## src/rtl/envelope_sink_fifo_if.sv

```systemverilog
// Bundles the envelope sample stream, the CPU read port, and the FIFO
// control/status lines into one port. Clock and reset stay separate.
interface envelope_sink_fifo_if #(
  parameter int WIDTH = 32,
  parameter int DEPTH = 64
);
  localparam int CW = $clog2(DEPTH) + 1;

  logic [WIDTH-1:0] s_axis_data_tdata;
  logic             s_axis_data_tvalid;
  logic             rd_en;
  logic [WIDTH-1:0] rd_data;
  logic             rd_valid;
  logic             flush;
  logic             clr_ovf;
  logic [CW-1:0]    count;
  logic             empty;
  logic             full;
  logic             overflow;
  logic [15:0]      drop_count;
  logic             irq;

  // Producer/CPU side: drives the stream, the read strobe and the controls
  modport master (
    output s_axis_data_tdata, s_axis_data_tvalid, rd_en, flush, clr_ovf,
    input  rd_data, rd_valid, count, empty, full, overflow, drop_count, irq
  );

  // FIFO side
  modport slave (
    input  s_axis_data_tdata, s_axis_data_tvalid, rd_en, flush, clr_ovf,
    output rd_data, rd_valid, count, empty, full, overflow, drop_count, irq
  );
endinterface

```

## src/rtl/envelope_sink_fifo.sv

```systemverilog
// Capture FIFO for the decimated envelope stream. The stream has no
// tready, so a beat that finds the FIFO full is dropped and counted
// instead of being stalled. The CPU drains entries with a read strobe and
// gets registered data one cycle later. irq is a level that stays high
// while the fill level is at or above THRESHOLD.
module envelope_sink_fifo #(
  parameter int WIDTH     = 32,
  parameter int DEPTH     = 64,
  parameter int THRESHOLD = 32
) (
  input logic               aclk,
  input logic               areset,
  envelope_sink_fifo_if.slave bus
);
  localparam int AW = $clog2(DEPTH);
  localparam int CW = AW + 1;

  logic [WIDTH-1:0] mem_q [DEPTH];
  logic [AW-1:0]    wr_ptr_q, wr_ptr_d;
  logic [AW-1:0]    rd_ptr_q, rd_ptr_d;
  logic [CW-1:0]    count_q, count_d;
  logic [WIDTH-1:0] rd_data_q, rd_data_d;
  logic             rd_valid_q, rd_valid_d;
  logic             overflow_q, overflow_d;
  logic [15:0]      drop_count_q, drop_count_d;

  logic empty_w, full_w;
  logic rd_acc, wr_acc, drop;

  assign empty_w = (count_q == '0);
  assign full_w  = (count_q == CW'(DEPTH));

  // flush overrides everything in its cycle. A read on an empty FIFO is not
  // accepted, so a concurrent write then lands without read-through. A read
  // on a full FIFO frees one slot, so the concurrent write is accepted.
  assign rd_acc = bus.rd_en && !empty_w && !bus.flush;
  assign wr_acc = bus.s_axis_data_tvalid && (!full_w || rd_acc) && !bus.flush;
  assign drop   = bus.s_axis_data_tvalid && full_w && !rd_acc && !bus.flush;

  // Next-state for pointers, fill level, read port and overflow tracking
  always_comb begin
    wr_ptr_d     = wr_ptr_q;
    rd_ptr_d     = rd_ptr_q;
    count_d      = count_q;
    rd_data_d    = rd_data_q;
    rd_valid_d   = 1'b0;
    overflow_d   = overflow_q;
    drop_count_d = drop_count_q;

    if (bus.flush) begin
      wr_ptr_d = '0;
      rd_ptr_d = '0;
      count_d  = '0;
    end else begin
      if (wr_acc) wr_ptr_d = wr_ptr_q + AW'(1);
      if (rd_acc) begin
        rd_ptr_d   = rd_ptr_q + AW'(1);
        rd_data_d  = mem_q[rd_ptr_q];
        rd_valid_d = 1'b1;
      end
      case ({wr_acc, rd_acc})
        2'b10:   count_d = count_q + CW'(1);
        2'b01:   count_d = count_q - CW'(1);
        default: count_d = count_q;
      endcase
    end

    // A drop in the same cycle as clr_ovf counts as the first drop after the clear
    if (bus.clr_ovf) begin
      overflow_d   = 1'b0;
      drop_count_d = '0;
    end
    if (drop) begin
      overflow_d = 1'b1;
      if (bus.clr_ovf)
        drop_count_d = 16'd1;
      else if (drop_count_q != 16'hFFFF)
        drop_count_d = drop_count_q + 16'd1;
    end
  end

  // State registers; an asynchronous reset discards all buffered samples
  always_ff @(posedge aclk or posedge areset) begin
    if (areset) begin
      wr_ptr_q     <= '0;
      rd_ptr_q     <= '0;
      count_q      <= '0;
      rd_data_q    <= '0;
      rd_valid_q   <= 1'b0;
      overflow_q   <= 1'b0;
      drop_count_q <= '0;
    end else begin
      wr_ptr_q     <= wr_ptr_d;
      rd_ptr_q     <= rd_ptr_d;
      count_q      <= count_d;
      rd_data_q    <= rd_data_d;
      rd_valid_q   <= rd_valid_d;
      overflow_q   <= overflow_d;
      drop_count_q <= drop_count_d;
    end
  end

  // Sample storage; left unreset because stale entries are never readable
  always_ff @(posedge aclk) begin
    if (wr_acc) mem_q[wr_ptr_q] <= bus.s_axis_data_tdata;
  end

  assign bus.rd_data    = rd_data_q;
  assign bus.rd_valid   = rd_valid_q;
  assign bus.count      = count_q;
  assign bus.empty      = empty_w;
  assign bus.full       = full_w;
  assign bus.overflow   = overflow_q;
  assign bus.drop_count = drop_count_q;
  assign bus.irq        = (count_q >= CW'(THRESHOLD));
endmodule

```

## src/flat_wrapper.sv

```systemverilog
// flat-port wrapper written by rule: the top's interface ports become plain ports
module envelope_sink_fifo_flat 
#(
  parameter int WIDTH     = 32,
  parameter int DEPTH     = 64,
  parameter int THRESHOLD = 32
)
  (aclk, areset, bus_s_axis_data_tdata, bus_s_axis_data_tvalid, bus_rd_en, bus_flush, bus_clr_ovf, bus_rd_data, bus_rd_valid, bus_count, bus_empty, bus_full, bus_overflow, bus_drop_count, bus_irq);
  envelope_sink_fifo_if #(.WIDTH(WIDTH), .DEPTH(DEPTH)) bus_i ();
  input logic aclk;
  input logic areset;
  input wire logic [$bits(bus_i.s_axis_data_tdata)-1:0] bus_s_axis_data_tdata;
  input wire logic [$bits(bus_i.s_axis_data_tvalid)-1:0] bus_s_axis_data_tvalid;
  input wire logic [$bits(bus_i.rd_en)-1:0] bus_rd_en;
  input wire logic [$bits(bus_i.flush)-1:0] bus_flush;
  input wire logic [$bits(bus_i.clr_ovf)-1:0] bus_clr_ovf;
  output wire logic [$bits(bus_i.rd_data)-1:0] bus_rd_data;
  output wire logic [$bits(bus_i.rd_valid)-1:0] bus_rd_valid;
  output wire logic [$bits(bus_i.count)-1:0] bus_count;
  output wire logic [$bits(bus_i.empty)-1:0] bus_empty;
  output wire logic [$bits(bus_i.full)-1:0] bus_full;
  output wire logic [$bits(bus_i.overflow)-1:0] bus_overflow;
  output wire logic [$bits(bus_i.drop_count)-1:0] bus_drop_count;
  output wire logic [$bits(bus_i.irq)-1:0] bus_irq;
  assign bus_i.s_axis_data_tdata = bus_s_axis_data_tdata;
  assign bus_i.s_axis_data_tvalid = bus_s_axis_data_tvalid;
  assign bus_i.rd_en = bus_rd_en;
  assign bus_i.flush = bus_flush;
  assign bus_i.clr_ovf = bus_clr_ovf;
  assign bus_rd_data = bus_i.rd_data;
  assign bus_rd_valid = bus_i.rd_valid;
  assign bus_count = bus_i.count;
  assign bus_empty = bus_i.empty;
  assign bus_full = bus_i.full;
  assign bus_overflow = bus_i.overflow;
  assign bus_drop_count = bus_i.drop_count;
  assign bus_irq = bus_i.irq;
  envelope_sink_fifo #(.WIDTH(WIDTH), .DEPTH(DEPTH), .THRESHOLD(THRESHOLD)) u_core (.aclk(aclk), .areset(areset), .bus(bus_i));
endmodule
```

## config.mk

```make
export PLATFORM = sky130hd
export DESIGN_NAME = envelope_sink_fifo_flat
export DESIGN_NICKNAME = d
export VERILOG_FILES = /design/src/rtl/envelope_sink_fifo_if.sv /design/src/rtl/envelope_sink_fifo.sv /design/src/flat_wrapper.sv
export SDC_FILE = /design/constraint.sdc
export NUM_CORES = 2
export LEC_CHECK = 0
export CORE_MARGIN = 1.5
export CORE_UTILIZATION = 45
export CTS_CLUSTER_SIZE = 10
export DETAILED_ROUTE_END_ITERATION = 8
export SLEW_MARGIN = 25
export SYNTH_ARGS = -nofsm -noshare
export SYNTH_HDL_FRONTEND = slang
export SYNTH_SLANG_ARGS = --single-unit
export TNS_END_PERCENT = 20
```

## constraint.sdc

```tcl
create_clock -name aclk -period 4.05 [get_ports aclk]
set_clock_uncertainty 0.05 [all_clocks]
set_input_delay 0.81 -clock aclk [delete_from_list [all_inputs] [get_ports aclk]]
set_output_delay 0.81 -clock aclk [all_outputs]
set_load 0.02 [all_outputs]
```

* After elaboration in Yosys (flattened, before gate mapping)
Memory sizes are Yosys's and may differ from the RTL's. A register that Yosys moved wholly into a read port is not among the register bits. Index checks and enable logic that the tools add are counted.
Word-level totals: memories kept 1, word-level logic and storage cells 52, output and inout port bits 60, RAM bits 2048, register bits after elaboration 37, bits of input ports 38
Operators by class: order comparisons 1, $add $sub $neg 5, mux-type cells 16, equality and inequality tests 4, reduce and logical (&&, ||, !) cells 18, bitwise gates (word level) 1
Memory list:
- u_core.mem_q | depth 64, bits a word 32, read ports 1, clocked after memory_dff 1, write ports 1, RTL line envelope_sink_fifo.sv:18 | logic [WIDTH-1:0] mem_q [DEPTH];
Operator list (count):
- $mux W16 | 4
- $mux W6 | 4
- $add A16 B1 Y16 const B | 1
- $ne A16 B16 Y1 const B | 1
- $pmux W7 S2 | 1
- $add A6 B1 Y6 const B | 2
- $add A7 B1 Y7 const B | 1
- $eq A7 B7 Y1 const B | 1
- $ge A7 B6 Y1 const B | 1
- $logic_and A1 B1 Y1 | 7
- $logic_not A7 Y1 | 1
- $mux W7 | 1
- $sub A7 B1 Y7 const B | 1
- $mux W1 | 6
- $reduce_bool A2 Y1 | 3
- $logic_not A1 Y1 | 4
- $reduce_bool A3 Y1 | 1
- $eq A2 B1 Y1 const B | 1
- $eq A2 B2 Y1 const B | 1
- $reduce_and A2 Y1 | 1
- $logic_or A1 B1 Y1 | 1
- $not A1 Y1 | 1

* Depth between registers and ports, before layout
word-level depth 10, mapped depth 10, gate-level depth less buffers 10

* Least setup slack after synthesis
OpenSTA, ideal clock, no wires.
path type input-to-reg, start input port bus_s_axis_data_tvalid, end memory u_core.mem_q[24][0] (enable), cell stages on the path 6, setup slack 0.574 ns, data required time 3.579 ns, arrival time 3.005 ns, buffers on the path 1, library setup time 0.421 ns, cell sequence buf_2 -> inv_1 -> nor2_1 -> o211a_1 -> nand3_1 -> nor2_1
On the way: longest elaborated chain between the ends 4
Ends and longest elaborated chain:
- from (decl) | RTL line flat_wrapper.sv:13 | input wire logic [$bits(bus_i.s_axis_data_tvalid)-1:0] bus_s_axis_data_tvalid;
- $logic_and A1 B1 Y1 (2 in series) | RTL line envelope_sink_fifo.sv:37 | assign wr_acc = bus.s_axis_data_tvalid && (!full_w || rd_acc) && !bus.flush;
- $mux W1 | RTL line envelope_sink_fifo.sv:105 | if (wr_acc) mem_q[wr_ptr_q] <= bus.s_axis_data_tdata;
- $mux W1 (not written as such) | RTL line envelope_sink_fifo.sv:105
- to (decl) | RTL line envelope_sink_fifo.sv:18
Every way passes these cells.

==> impl_metrics.prom <==
# TYPE chip_impl_metric gauge
chip_impl_metric{name="max-slew-margin-rel",unit="%"} 24.9
chip_impl_metric{name="placed_cell_area",unit="sq um"} 88200
chip_impl_metric{name="initialDrtViolationCount",unit=""} 5110
chip_impl_metric{name="finalHoldViolations",unit=""} 0
chip_impl_metric{name="crit_arrival",unit="ns"} 4.47
chip_impl_metric{name="period_share",unit="%"} 95.1
chip_impl_metric{name="wl_per_cell",unit="um"} 32.4
chip_impl_metric{name="ys.warnings.count",unit=""} 0
chip_impl_metric{name="syn_area_per_cell",unit="sq um"} 20.0
chip_impl_info{name="synthTopCellsByArea",value="sky130_fd_sc_hd__edfxtp_1 (75%), sky130_fd_sc_hd__mux4_2 (7.9%), sky130_fd_sc_hd__mux2i_1 (2.8%), sky130_fd_sc_hd__mux2_2 (2.7%), sky130_fd_sc_hd__dfrtp_1 (2.1%)"} 1
chip_impl_info{name="final_common_cell",value="sky130_fd_sc_hd__edfxtp_1"} 1
chip_impl_info{name="path_cells",value="buf_4 -> nand4b_1 -> buf_12 -> o22ai_1 -> nor2_1 -> nor4bb_1 -> o21ai_1"} 1
chip_impl_metric{name="sequential_cell_area",unit="sq um"} 63200
chip_impl_metric{name="cts_max_path_bufs",unit=""} 3
chip_impl_metric{name="postLayoutCellArea",unit="sq um"} 94700
chip_impl_metric{name="drc_errors",unit=""} 0
chip_impl_metric{name="slew_viol_final",unit=""} 0
chip_impl_metric{name="area_delta_synth_final",unit="%"} 16.0
chip_impl_metric{name="postRouteAntennaNets",unit=""} 0
chip_impl_metric{name="final_nets",unit=""} 4518
chip_impl_metric{name="synth_top_area_share",unit="%"} 75.4
chip_impl_metric{name="grt_first_pass_wirelength",unit="mm"} 317
chip_impl_metric{name="timing.reg2reg.setup_slack",unit="ns"} 0.20
chip_impl_metric{name="cts_num_sinks",unit=""} 2117
chip_impl_metric{name="numCtsBuffers",unit=""} 232
chip_impl_metric{name="grt_remaining_overflow",unit=""} 0
chip_impl_metric{name="ys_ff_latch",unit=""} 2117
chip_impl_metric{name="fin_tns_setup",unit="ns"} 0
chip_impl_metric{name="clock_latency",unit="ns"} 0.85
chip_impl_metric{name="finalWeightedCongestion",unit=""} 0.937
chip_impl_metric{name="synth-edff-count",unit=""} 2048
chip_impl_metric{name="leakage",unit="uW"} 0.0290
chip_impl_metric{name="first_pass_iters",unit=""} 6
chip_impl_metric{name="floorplan.io_pins",unit=""} 98
chip_impl_metric{name="power.ir.vdd_worst",unit="mV"} 0.400
chip_impl_info{name="critPathLaunchType",value="flop"} 1
chip_impl_metric{name="die_width",unit="um"} 429
chip_impl_metric{name="min_period",unit="ns"} 3.85
chip_impl_metric{name="post_drt_via_cell_ratio",unit=""} 6.12
chip_impl_metric{name="worst_setup_hold_path_clk_slew",unit="ns"} 0.06
chip_impl_metric{name="synth.distinct_cells",unit=""} 63
chip_impl_metric{name="async_flop_share",unit="%"} 3.26
chip_impl_metric{name="die_height",unit="um"} 429
chip_impl_metric{name="timing.critical_path.required",unit="ns"} 4.66
chip_impl_metric{name="mappedNetlistNets",unit=""} 4118
chip_impl_metric{name="core",unit="sq um"} 180000
chip_impl_info{name="yosys_most_used_dff",value="sky130_fd_sc_hd__edfxtp_1"} 1
chip_impl_metric{name="grt_antenna_before_repair",unit=""} 24
chip_impl_info{name="outcome",value="finished, final reports clean"} 1
chip_impl_info{name="path_class",value="reg -> reg"} 1
chip_impl_metric{name="max_freq",unit="MHz"} 260
chip_impl_metric{name="placement_rows",unit=""} 156
chip_impl_metric{name="synth_instances",unit=""} 4071
chip_impl_info{name="grt_setup_unrepaired",value="no"} 1
chip_impl_metric{name="synthesis.area",unit="sq um"} 81600
chip_impl_metric{name="slowest_stage_delay_cp",unit="ns"} 0.89
chip_impl_metric{name="overall_via_count_from_detail_route",unit=""} 42500
chip_impl_info{name="tritoncts",value="done"} 1
chip_impl_info{name="hp-class",value="in -> reg"} 1
chip_impl_metric{name="worst-path-max-fanout",unit=""} 32
chip_impl_metric{name="share_of_final_layout_standard_cells_stronger_than_drive_strength_1",unit="%"} 25.7
chip_impl_metric{name="critical_path_buf_inv_count",unit=""} 2
chip_impl_metric{name="detailed_place_hpwl",unit="mm"} 140
chip_impl_metric{name="die_ar",unit="sq um"} 184000
chip_impl_metric{name="max_cap_violations",unit=""} 0
chip_impl_info{name="layout.cells.most_common_list",value="sky130_fd_sc_hd__edfxtp_1 (2048), sky130_fd_sc_hd__mux4_2 (288), sky130_fd_sc_hd__clkbuf_16 (235)"} 1
chip_impl_metric{name="fillerInstances",unit=""} 14200
chip_impl_info{name="critical_path.endpoint_type",value="flop"} 1
chip_impl_metric{name="initial_utilization",unit="%"} 45.2
chip_impl_metric{name="grt_start_max_net_pins",unit=""} 66
chip_impl_metric{name="io_buffer_count",unit=""} 97
chip_impl_metric{name="multi_input_area",unit="sq um"} 17900
chip_impl_info{name="synth_area_leader_cell",value="sky130_fd_sc_hd__edfxtp_1"} 1
chip_impl_metric{name="power_density",unit="nW/um^2"} 537
chip_impl_info{name="crit_path_top_delay_cell",value="sky130_fd_sc_hd__dfrtp_4"} 1
chip_impl_metric{name="synth.yosys.seq_area_share",unit="%"} 77.5
chip_impl_info{name="crit_path_leading_delay_family",value="simple AND/OR/NAND/NOR gates"} 1
chip_impl_metric{name="tightest_slew",unit="ns"} 1.11
chip_impl_metric{name="setup-violations-final",unit=""} 0
chip_impl_metric{name="grt_pass1_vias",unit=""} 41700
chip_impl_metric{name="grtUsageTotal",unit="%"} 24.3
chip_impl_metric{name="htree_num_levels",unit=""} 4
chip_impl_info{name="cts-root-buf",value="sky130_fd_sc_hd__clkbuf_16"} 1
chip_impl_metric{name="routed_wl",unit="mm"} 225
-- worst register-to-register path, cell delays in order, from the launching register on --
cell and delay [ns]:
sky130_fd_sc_hd__dfrtp_4 0.89, sky130_fd_sc_hd__buf_4 0.46, sky130_fd_sc_hd__nand4b_1 0.24, sky130_fd_sc_hd__buf_12 0.25, sky130_fd_sc_hd__o22ai_1 0.14, sky130_fd_sc_hd__nor2_1 0.53, sky130_fd_sc_hd__nor4bb_1 0.87, sky130_fd_sc_hd__o21ai_1 0.23
-- cell type report --
| cell class | instances | area share [%] |
|---|---|---|
| sequential | 2117 | 66.8 |
| multi-input combinational | 1704 | 18.9 |
| clock buffer | 311 | 6.54 |
| timing repair buffer | 406 | 4.40 |
| tap | 2370 | 3.13 |
| clock inverter | 12 | 0.209 |
| inverter | 10 | 0.0410 |
| antenna | 9 | 0.0238 |
-- where the power goes --
group          switching, uW  leakage [uW]  internal, uW  total [uW]
clock network           7970       0.00309         10500       18400
registers                590        0.0193         24300       24900
logic                   4460       0.00662          3070        7530
total                  13000        0.0290         37800       50800
-- synthesized netlist by cell type, drive strengths merged (6+ instances only) --
cell and instances:
a2111oi 33, a211oi 38, a21oi 12, a221oi 33
a22oi 224, buf 112, clkbuf 128, dfrtp 69
edfxtp 2048, ha 8, inv 10, mux2 198
mux2i 226, mux4 288, nand2 91, nand2b 6
nand3 46, nand4 11, nor2 131, nor2b 38
nor3 6, nor4bb 34, o21ai 106, o22ai 96
xnor2 12, xor2 7
-- layer usage --
metal | vias up | track usage [%] | share of wire, %
li1 | 17700 | - | -
met1 | 22500 | 35.1 | 42
met2 | 1956 | 37.5 | 46
met3 | 343 | 4.26 | 8.0
met4 | 4 | 8.58 | 3.8
met5 | - | 0 | 0.024
-- path summary, 6_finish.rpt --
check,start,endpoint,depth (start not counted)
min reg2reg,u_core.bus.overflow,u_core.bus.overflow,2
max reg2reg,u_core.rd_ptr_q[0],u_core.bus.rd_data[21],7
max in group asynchronous,areset,u_core.bus.rd_data[28],3
max,u_core.rd_ptr_q[0],u_core.bus.rd_data[21],7
min in group asynchronous,areset,u_core.bus.count[5],2
min,bus_s_axis_data_tdata[20],u_core.mem_q[0][20],1
-- registers in the layout (all words and copies together), names as in the netlist --
name                   cells
u_core.mem_q            2048
u_core.bus.rd_data        32
u_core.bus.rd_valid        1
u_core.bus.count           7
u_core.bus.drop_count     16
u_core.rd_ptr_q            6
u_core.bus.overflow        1
u_core.wr_ptr_q            6
-- through the flow --
step / total power (uW) / setup WS, ns / util, % / cells / hold WS, ns
6_report: 50800 / 0.197 / 52.5 / 6939 / 0.239
5_1_grt: 52300 / 0.118 / 52.5 / 6931 / 0.224
4_1_cts: 51200 / 0.0227 / 52.4 / 6926 / 0.177
3_5_place_dp: 32900 / 0.0913 / 48.9 / 6603 / 0.472
3_3_place_gp: 32800 / 0.156 / 48.9 / 6602 / 0.472
2_1_floorplan: 29100 / 0.574 / - / 4071 / 0.533
-- timing repair --
item                                    CTS  global route
buffers inserted                          0             2
hold buffers                              0             0
gates resized for setup                   0             1
endpoints found under the setup margin    0             2
-- cell families (layout without fill, tap and decap cells) --
group	count (synthesis)	count (layout)	synth area share, %
AND/OR/NAND/NOR	404	404	2.59
buffers and inverters	250	739	1.37
multiplexers	712	712	13.5
XOR/XNOR	19	19	0.204
flip-flops	2117	2117	77.5
adder cells (fa/ha/maj)	9	9	0.147
AO/OA/AOI/OAI	560	560	4.76
other	0	9	0
No activity file was read; power rests on OpenSTA's default activity.
